$ cat src/rtl/alu_issue_ctrl_if.sv
// ---------------------------------------------------------------------------
// alu_issue_ctrl_if : instruction handshake, ALU operand/result bus and
//                     writeback bus of the ALU issue/control stage.
// Revision: 1.0
// ---------------------------------------------------------------------------
`default_nettype none

interface alu_issue_ctrl_if #(
   parameter int DW = 16
);
   logic          instr_valid;
   logic [15:0]   instr;
   logic          instr_ready;
   logic [3:0]    alu_op;
   logic [DW-1:0] alu_in1;
   logic [DW-1:0] alu_in2;
   logic [DW-1:0] alu_rd;
   logic          alu_carry;
   logic          alu_eq;
   logic          alu_neg;
   logic          wb_valid;
   logic [2:0]    wb_addr;
   logic [DW-1:0] wb_data;

   // slave: the issue stage itself; master: instruction source + ALU + observer
   modport slave (
      input  instr_valid, instr, alu_rd, alu_carry, alu_eq, alu_neg,
      output instr_ready, alu_op, alu_in1, alu_in2, wb_valid, wb_addr, wb_data
   );
   modport master (
      output instr_valid, instr, alu_rd, alu_carry, alu_eq, alu_neg,
      input  instr_ready, alu_op, alu_in1, alu_in2, wb_valid, wb_addr, wb_data
   );
endinterface

`default_nettype wire

$ cat src/rtl/alu_issue_ctrl.sv
// ---------------------------------------------------------------------------
// alu_issue_ctrl : 4-cycle IDLE/READ/EXEC/WB issue stage with 8x16 regfile,
//                  architectural flags and sticky illegal-opcode indicator.
// Revision: 1.0
// ---------------------------------------------------------------------------
`default_nettype none

module alu_issue_ctrl #(
   parameter int NREGS = 8,
   parameter int DW    = 16
) (
   input  wire logic          clk,
   input  wire logic          rst,
   alu_issue_ctrl_if.slave    bus,
   output logic               flag_carry,
   output logic               flag_eq,
   output logic               flag_neg,
   output logic               illegal,
   input  wire logic [2:0]    dbg_addr,
   output logic [DW-1:0]      dbg_data
);

   localparam logic [3:0] OP_NOP = 4'h0;
   localparam logic [3:0] OP_LDI = 4'hD;
   localparam logic [3:0] OP_MAX = 4'hC;

   typedef enum logic [1:0] {
      IDLE = 2'd0,
      READ = 2'd1,
      EXEC = 2'd2,
      WB   = 2'd3
   } state_t;

   state_t        state;
   logic          ready;
   logic [15:0]   ir;
   logic [3:0]    op;
   logic [2:0]    rd;
   logic [3:0]    alu_op;
   logic [DW-1:0] alu_in1;
   logic [DW-1:0] alu_in2;
   logic          cap_carry;
   logic          cap_eq;
   logic          cap_neg;
   logic          wb_valid;
   logic [2:0]    wb_addr;
   logic [DW-1:0] wb_data;
   logic [DW-1:0] rf [NREGS];
   logic          op_is_alu;
   logic          op_is_illegal;
   logic          unused_bits;

   assign op_is_alu     = (op != OP_NOP) && (op <= OP_MAX);
   assign op_is_illegal = (op[3:1] == 3'b111);
   assign unused_bits   = ^ir[2:0];

   assign bus.instr_ready = ready;
   assign bus.alu_op      = alu_op;
   assign bus.alu_in1     = alu_in1;
   assign bus.alu_in2     = alu_in2;
   assign bus.wb_valid    = wb_valid;
   assign bus.wb_addr     = wb_addr;
   assign bus.wb_data     = wb_data;
   assign dbg_data        = rf[dbg_addr];

   always_ff @(posedge clk or posedge rst) begin
      if (rst) begin
         state      <= IDLE;
         ready      <= 1'b1;
         ir         <= '0;
         op         <= '0;
         rd         <= '0;
         alu_op     <= '0;
         alu_in1    <= '0;
         alu_in2    <= '0;
         cap_carry  <= 1'b0;
         cap_eq     <= 1'b0;
         cap_neg    <= 1'b0;
         wb_valid   <= 1'b0;
         wb_addr    <= '0;
         wb_data    <= '0;
         flag_carry <= 1'b0;
         flag_eq    <= 1'b0;
         flag_neg   <= 1'b0;
         illegal    <= 1'b0;
         for (int i = 0; i < NREGS; i++) begin
            rf[i] <= '0;
         end
      end else begin
         case (state)
            IDLE: begin
               if (bus.instr_valid && ready) begin
                  ir    <= bus.instr;
                  ready <= 1'b0;
                  state <= READ;
               end
            end
            READ: begin
               // Operands are sampled here so a same-register source sees the old value
               op      <= ir[15:12];
               rd      <= ir[11:9];
               alu_op  <= (ir[15:12] == OP_LDI) ? OP_NOP : ir[15:12];
               alu_in1 <= rf[ir[8:6]];
               alu_in2 <= rf[ir[5:3]];
               state   <= EXEC;
            end
            EXEC: begin
               cap_carry <= bus.alu_carry;
               cap_eq    <= bus.alu_eq;
               cap_neg   <= bus.alu_neg;
               if (op == OP_LDI) begin
                  wb_valid <= 1'b1;
                  wb_addr  <= rd;
                  wb_data  <= {{(DW-6){1'b0}}, ir[8:3]};
               end else if (op_is_alu) begin
                  wb_valid <= 1'b1;
                  wb_addr  <= rd;
                  wb_data  <= bus.alu_rd;
               end
               state <= WB;
            end
            WB: begin
               // r0 stays zero; the pulse is still reported on the writeback bus
               if (wb_valid && (rd != 3'd0)) begin
                  rf[rd] <= wb_data;
               end
               if (op_is_alu) begin
                  flag_carry <= cap_carry;
                  flag_eq    <= cap_eq;
                  flag_neg   <= cap_neg;
               end
               if (op_is_illegal) begin
                  illegal <= 1'b1;
               end
               wb_valid <= 1'b0;
               ready    <= 1'b1;
               state    <= IDLE;
            end
            default: state <= IDLE;
         endcase
      end
   end

endmodule

`default_nettype wire

$ cat src/flat_wrapper.sv
// flat-port wrapper written by rule: the top's interface ports become plain ports
module alu_issue_ctrl_flat 
#(
   parameter int NREGS = 8,
   parameter int DW    = 16
)
  (clk, rst, flag_carry, flag_eq, flag_neg, illegal, dbg_addr, dbg_data, bus_instr_valid, bus_instr, bus_alu_rd, bus_alu_carry, bus_alu_eq, bus_alu_neg, bus_instr_ready, bus_alu_op, bus_alu_in1, bus_alu_in2, bus_wb_valid, bus_wb_addr, bus_wb_data);
  alu_issue_ctrl_if #(.DW(DW)) bus_i ();
  input  wire logic clk;
  input  wire logic rst;
  output logic flag_carry;
  output logic flag_eq;
  output logic flag_neg;
  output logic illegal;
  input  wire logic [2:0] dbg_addr;
  output logic [DW-1:0] dbg_data;
  input wire logic [$bits(bus_i.instr_valid)-1:0] bus_instr_valid;
  input wire logic [$bits(bus_i.instr)-1:0] bus_instr;
  input wire logic [$bits(bus_i.alu_rd)-1:0] bus_alu_rd;
  input wire logic [$bits(bus_i.alu_carry)-1:0] bus_alu_carry;
  input wire logic [$bits(bus_i.alu_eq)-1:0] bus_alu_eq;
  input wire logic [$bits(bus_i.alu_neg)-1:0] bus_alu_neg;
  output wire logic [$bits(bus_i.instr_ready)-1:0] bus_instr_ready;
  output wire logic [$bits(bus_i.alu_op)-1:0] bus_alu_op;
  output wire logic [$bits(bus_i.alu_in1)-1:0] bus_alu_in1;
  output wire logic [$bits(bus_i.alu_in2)-1:0] bus_alu_in2;
  output wire logic [$bits(bus_i.wb_valid)-1:0] bus_wb_valid;
  output wire logic [$bits(bus_i.wb_addr)-1:0] bus_wb_addr;
  output wire logic [$bits(bus_i.wb_data)-1:0] bus_wb_data;
  assign bus_i.instr_valid = bus_instr_valid;
  assign bus_i.instr = bus_instr;
  assign bus_i.alu_rd = bus_alu_rd;
  assign bus_i.alu_carry = bus_alu_carry;
  assign bus_i.alu_eq = bus_alu_eq;
  assign bus_i.alu_neg = bus_alu_neg;
  assign bus_instr_ready = bus_i.instr_ready;
  assign bus_alu_op = bus_i.alu_op;
  assign bus_alu_in1 = bus_i.alu_in1;
  assign bus_alu_in2 = bus_i.alu_in2;
  assign bus_wb_valid = bus_i.wb_valid;
  assign bus_wb_addr = bus_i.wb_addr;
  assign bus_wb_data = bus_i.wb_data;
  alu_issue_ctrl #(.NREGS(NREGS), .DW(DW)) u_core (.clk(clk), .rst(rst), .bus(bus_i), .flag_carry(flag_carry), .flag_eq(flag_eq), .flag_neg(flag_neg), .illegal(illegal), .dbg_addr(dbg_addr), .dbg_data(dbg_data));
endmodule
$ cat config.mk
export PLATFORM = sky130hd
export DESIGN_NAME = alu_issue_ctrl_flat
export DESIGN_NICKNAME = d
export VERILOG_FILES = /design/src/rtl/alu_issue_ctrl_if.sv /design/src/rtl/alu_issue_ctrl.sv /design/src/flat_wrapper.sv
export SDC_FILE = /design/constraint.sdc
export NUM_CORES = 1
export LEC_CHECK = 0
export ABC_AREA = 1
export BUFFER_PORTS_ARGS = -buffer_cell sky130_fd_sc_hd__clkbuf_2
export CAP_MARGIN = 0
export CELL_PAD_IN_SITES_DETAIL_PLACEMENT = 1
export CELL_PAD_IN_SITES_GLOBAL_PLACEMENT = 1
export CORE_MARGIN = 2
export CORE_UTILIZATION = 43
export CTS_CLUSTER_SIZE = 28
export DETAILED_ROUTE_END_ITERATION = 8
export MAX_ROUTING_LAYER = met4
export PLACE_DENSITY_LB_ADDON = 0.1
export SETUP_SLACK_MARGIN = 0.4
export SLEW_MARGIN = 20
export SYNTH_ARGS = -nofsm -noshare
export SYNTH_HDL_FRONTEND = slang
export SYNTH_SLANG_ARGS = --single-unit
export TNS_END_PERCENT = 30
$ cat constraint.sdc
create_clock -name clk -period 7.6 [get_ports clk]
set_input_delay 0.76 -clock clk [delete_from_list [all_inputs] [get_ports clk]]
set_output_delay 0.76 -clock clk [all_outputs]
set_load 0.01 [all_outputs]
==> flow_metrics.tcl <==
set metrics [dict create \
    grtUsageTotal_pct 31.5 \
    syn_area_um2 11800 \
    vias_per_cell 5.56 \
    grt_max_degree 103 \
    finalHoldViolCount 0 \
    dieArea_um2 28700 \
    grt.overflow.total 0 \
    grt_pass1_wl_um 67800 \
    crit_type "in -> out" \
    cts_hold_buf 0 \
    drv_cap 0 \
    fillCellCount 3480 \
    p_leak_uw 0.00692 \
    p_clk_share_pct 23.4 \
    synthDistinctLibCells 25 \
    nets 1759 \
    antenna_found_initial 1 \
    ant_nets 0 \
    die_y_um 169 \
    synthesis.nets 1727 \
    peakVddDrop_mv 0.298 \
    synth_top_area_share_pct 45.3 \
    vias 11500 \
    setup_tns_ns 0 \
    setup_viol 0 \
    io_buffers 114 \
    initial_core_util_pct 43.7 \
    synth_seq_cells 214 \
    rsz0062_at_grt "false" \
    arrival_ns 3.13 \
    startpoint_type "input pin" \
    coreArea_um2 26900 \
    post-route-period-util_pct 51.2 \
    fmax_mhz 257 \
    cp_max_fo 65 \
    rows 60 \
    synth.area.top_cells "dfrtp_1 (45%), nand2_1 (20%), nand3_1 (10%)" \
    ys_seq_area_share_pct 45.6 \
    cts-root-buf "clkbuf_16" \
    first_global_vias 12000 \
    skew_ns 0.0137 \
    clk_path_buf_depth 3 \
    path_clk_slew_ns 0.06 \
    drt-initial-drc-count 796 \
    slew_violations 0 \
    p_total_uw 5700 \
    switchingPower_uw 2600 \
    h-tree-depth 1 \
    fin_cells 2076 \
    cts_sinks 214 \
    ioPinCount 118 \
    power_frac_comb_pct 43.6 \
    synth_warnings 0 \
    worst_slew_pin_slew_ns 1.20 \
    worst_slew_margin_rel_pct 20.3 \
    yosysTopAreaCell "dfrtp_1" \
    top_usage_layer "met2" \
    dr.pass1.iters 4 \
    avgSynthCellArea_um2 6.99 \
    finalWirelength_um 43000 \
    syn_inst 1682 \
    layout_commonest_cell "nand2_1" \
    postLayoutCoreUtil_pct 49.2 \
    use_met2_pct 51.5 \
    numCtsBuffers 26 \
    globalRouteMet1Util_pct 41.3 \
    cts_setup_buffers 0 \
    hp-class "in -> async" \
    place_hpwl_um 25800 \
    power.share.sequential_pct 33.1 \
    p_sw_share_pct 45.6 \
    final_cell_mix "nand2_1 (631), nand3_1 (239), dfrtp_1 (209)" \
    drc 0 \
    drt-wirelength-per-cell_um 20.7 \
    place_inst 2027 \
    end_kind "output pin" \
    worst_skew_pair.late_latency_ns 0.54 \
    outcome "finished clean" \
    ctsResizeCount 0 \
    use_met3_pct 3.85 \
    p_int_uw 3100 \
    powerDensity_nw_per_um2 431 \
    drive_above_1_share_pct 11.8 \
    finalCriticalPeriod_ns 3.89 \
    worstPathRequired_ns 6.84 \
    syn2layout_area_growth_pct 12.5 \
    fp.dieW_um 169 \
    cts_tree "done" \
    place.gp.congestion 0.824 \
]
## worst max-delay path: stages
cell	delay, ns
clkbuf_2	0.07
buf_4	0.59
inv_2	0.65
a21oi_1	0.32
o21ai_0	0.12
nand2_1	0.11
nand2_1	0.05
nand2_1	0.21
clkbuf_2	0.20
## flip-flops by register name, summed over array words and instances (netlist names), 2 cells and up
signal              cells
u_core.ir              13
u_core.bus.wb_addr      3
u_core.bus.alu_in1     16
u_core.rf             128
u_core.op               4
u_core.bus.wb_data     16
u_core.bus.alu_in2     16
u_core.rd               3
u_core.bus.alu_op       4
u_core.state            2
## per-layer routing
metal,up-vias,wire length [µm]
met4,0,1170
met5,-,0
met3,74,2360
met2,343,20200
li1,5406,-
met1,5716,19200
## final timing paths
| check | cells past startpoint | startpoint | slack, ns | to |
|---|---|---|---|---|
| max | 9 | dbg_addr[0] | 3.71 | dbg_data[4] |
| min | 2 | rst | 0.35 | u_core.flag_neg |
| max reg2reg | 4 | u_core.ir[8] | 4.42 | u_core.bus.alu_in1[10] |
| min reg2reg | 0 | u_core.rf[119] | 0.40 | u_core.rf[119] |
| max in group asynchronous | 3 | rst | 5.77 | u_core.ir[7] |
| min in group clk | 0 | u_core.rf[119] | 0.40 | u_core.rf[119] |
## Yosys cell counts
master    number
nand2_1      632
buf_1          4
clkbuf_1      55
inv_1        171
nor2_2         4
buf_6          4
inv_2          3
o21ai_1       23
a21oi_1       66
buf_2         61
dfstp_2        1
nor2_4         1
clkinv_1       3
a22oi_1        1
o21ai_0      167
nand3_1      239
buf_4          2
nand3_2        3
nor2_1         4
ha_1           4
o21ai_2        7
dfrtp_1      213
nand2_4        2
a31o_2         1
nand4_1       11
## logic make-up (layout without fill, tap and decap cells)
family                     after synthesis  after routing  synth area share [%]
AOI/OAI and AO/OA                      265            265                  11.6
adders and majority gates                4              4                 0.426
buffers and inverters                  303            355                  10.6
DFF                                    214            214                  45.6
other                                    0              1                     0
and+or+nand+nor                        896            896                  31.8
## layout make-up
cell class,instances,area [µm²],area share (%)
Tap cell,341,427,3.22
Clock buffer,41,808,6.11
Inverter,177,672,5.08
Timing Repair Buffer,130,691,5.22
Antenna cell,1,2.50,0.0189
Multi-Input combinational cell,1165,5150,39.0
Clock inverter,7,115,0.870
Sequential cell,214,5360,40.5
## metrics by stage
| step | setup WS [ns] | instance area, µm² | hold WS [ns] |
|---|---|---|---|
| finish | 3.71 | 13200 | 0.349 |
| global route | 3.58 | 13200 | 0.405 |
| CTS | 3.78 | 13200 | 0.393 |
| detailed placement | 3.77 | 12300 | 0.387 |
| global placement | 3.84 | 12300 | 0.384 |
| floorplan | 0.991 | 11800 | 0.445 |
## power groups by stage
stage	sequential [µW]	combinational (µW)	clock [µW]
after floorplan	1770	1700	0
after global placement	1880	2370	0
after detailed placement	1890	2460	0
after CTS	1870	2490	1350
after global routing	1920	2800	1390
final	1880	2480	1330
No activity file was read; power rests on OpenSTA's default activity.
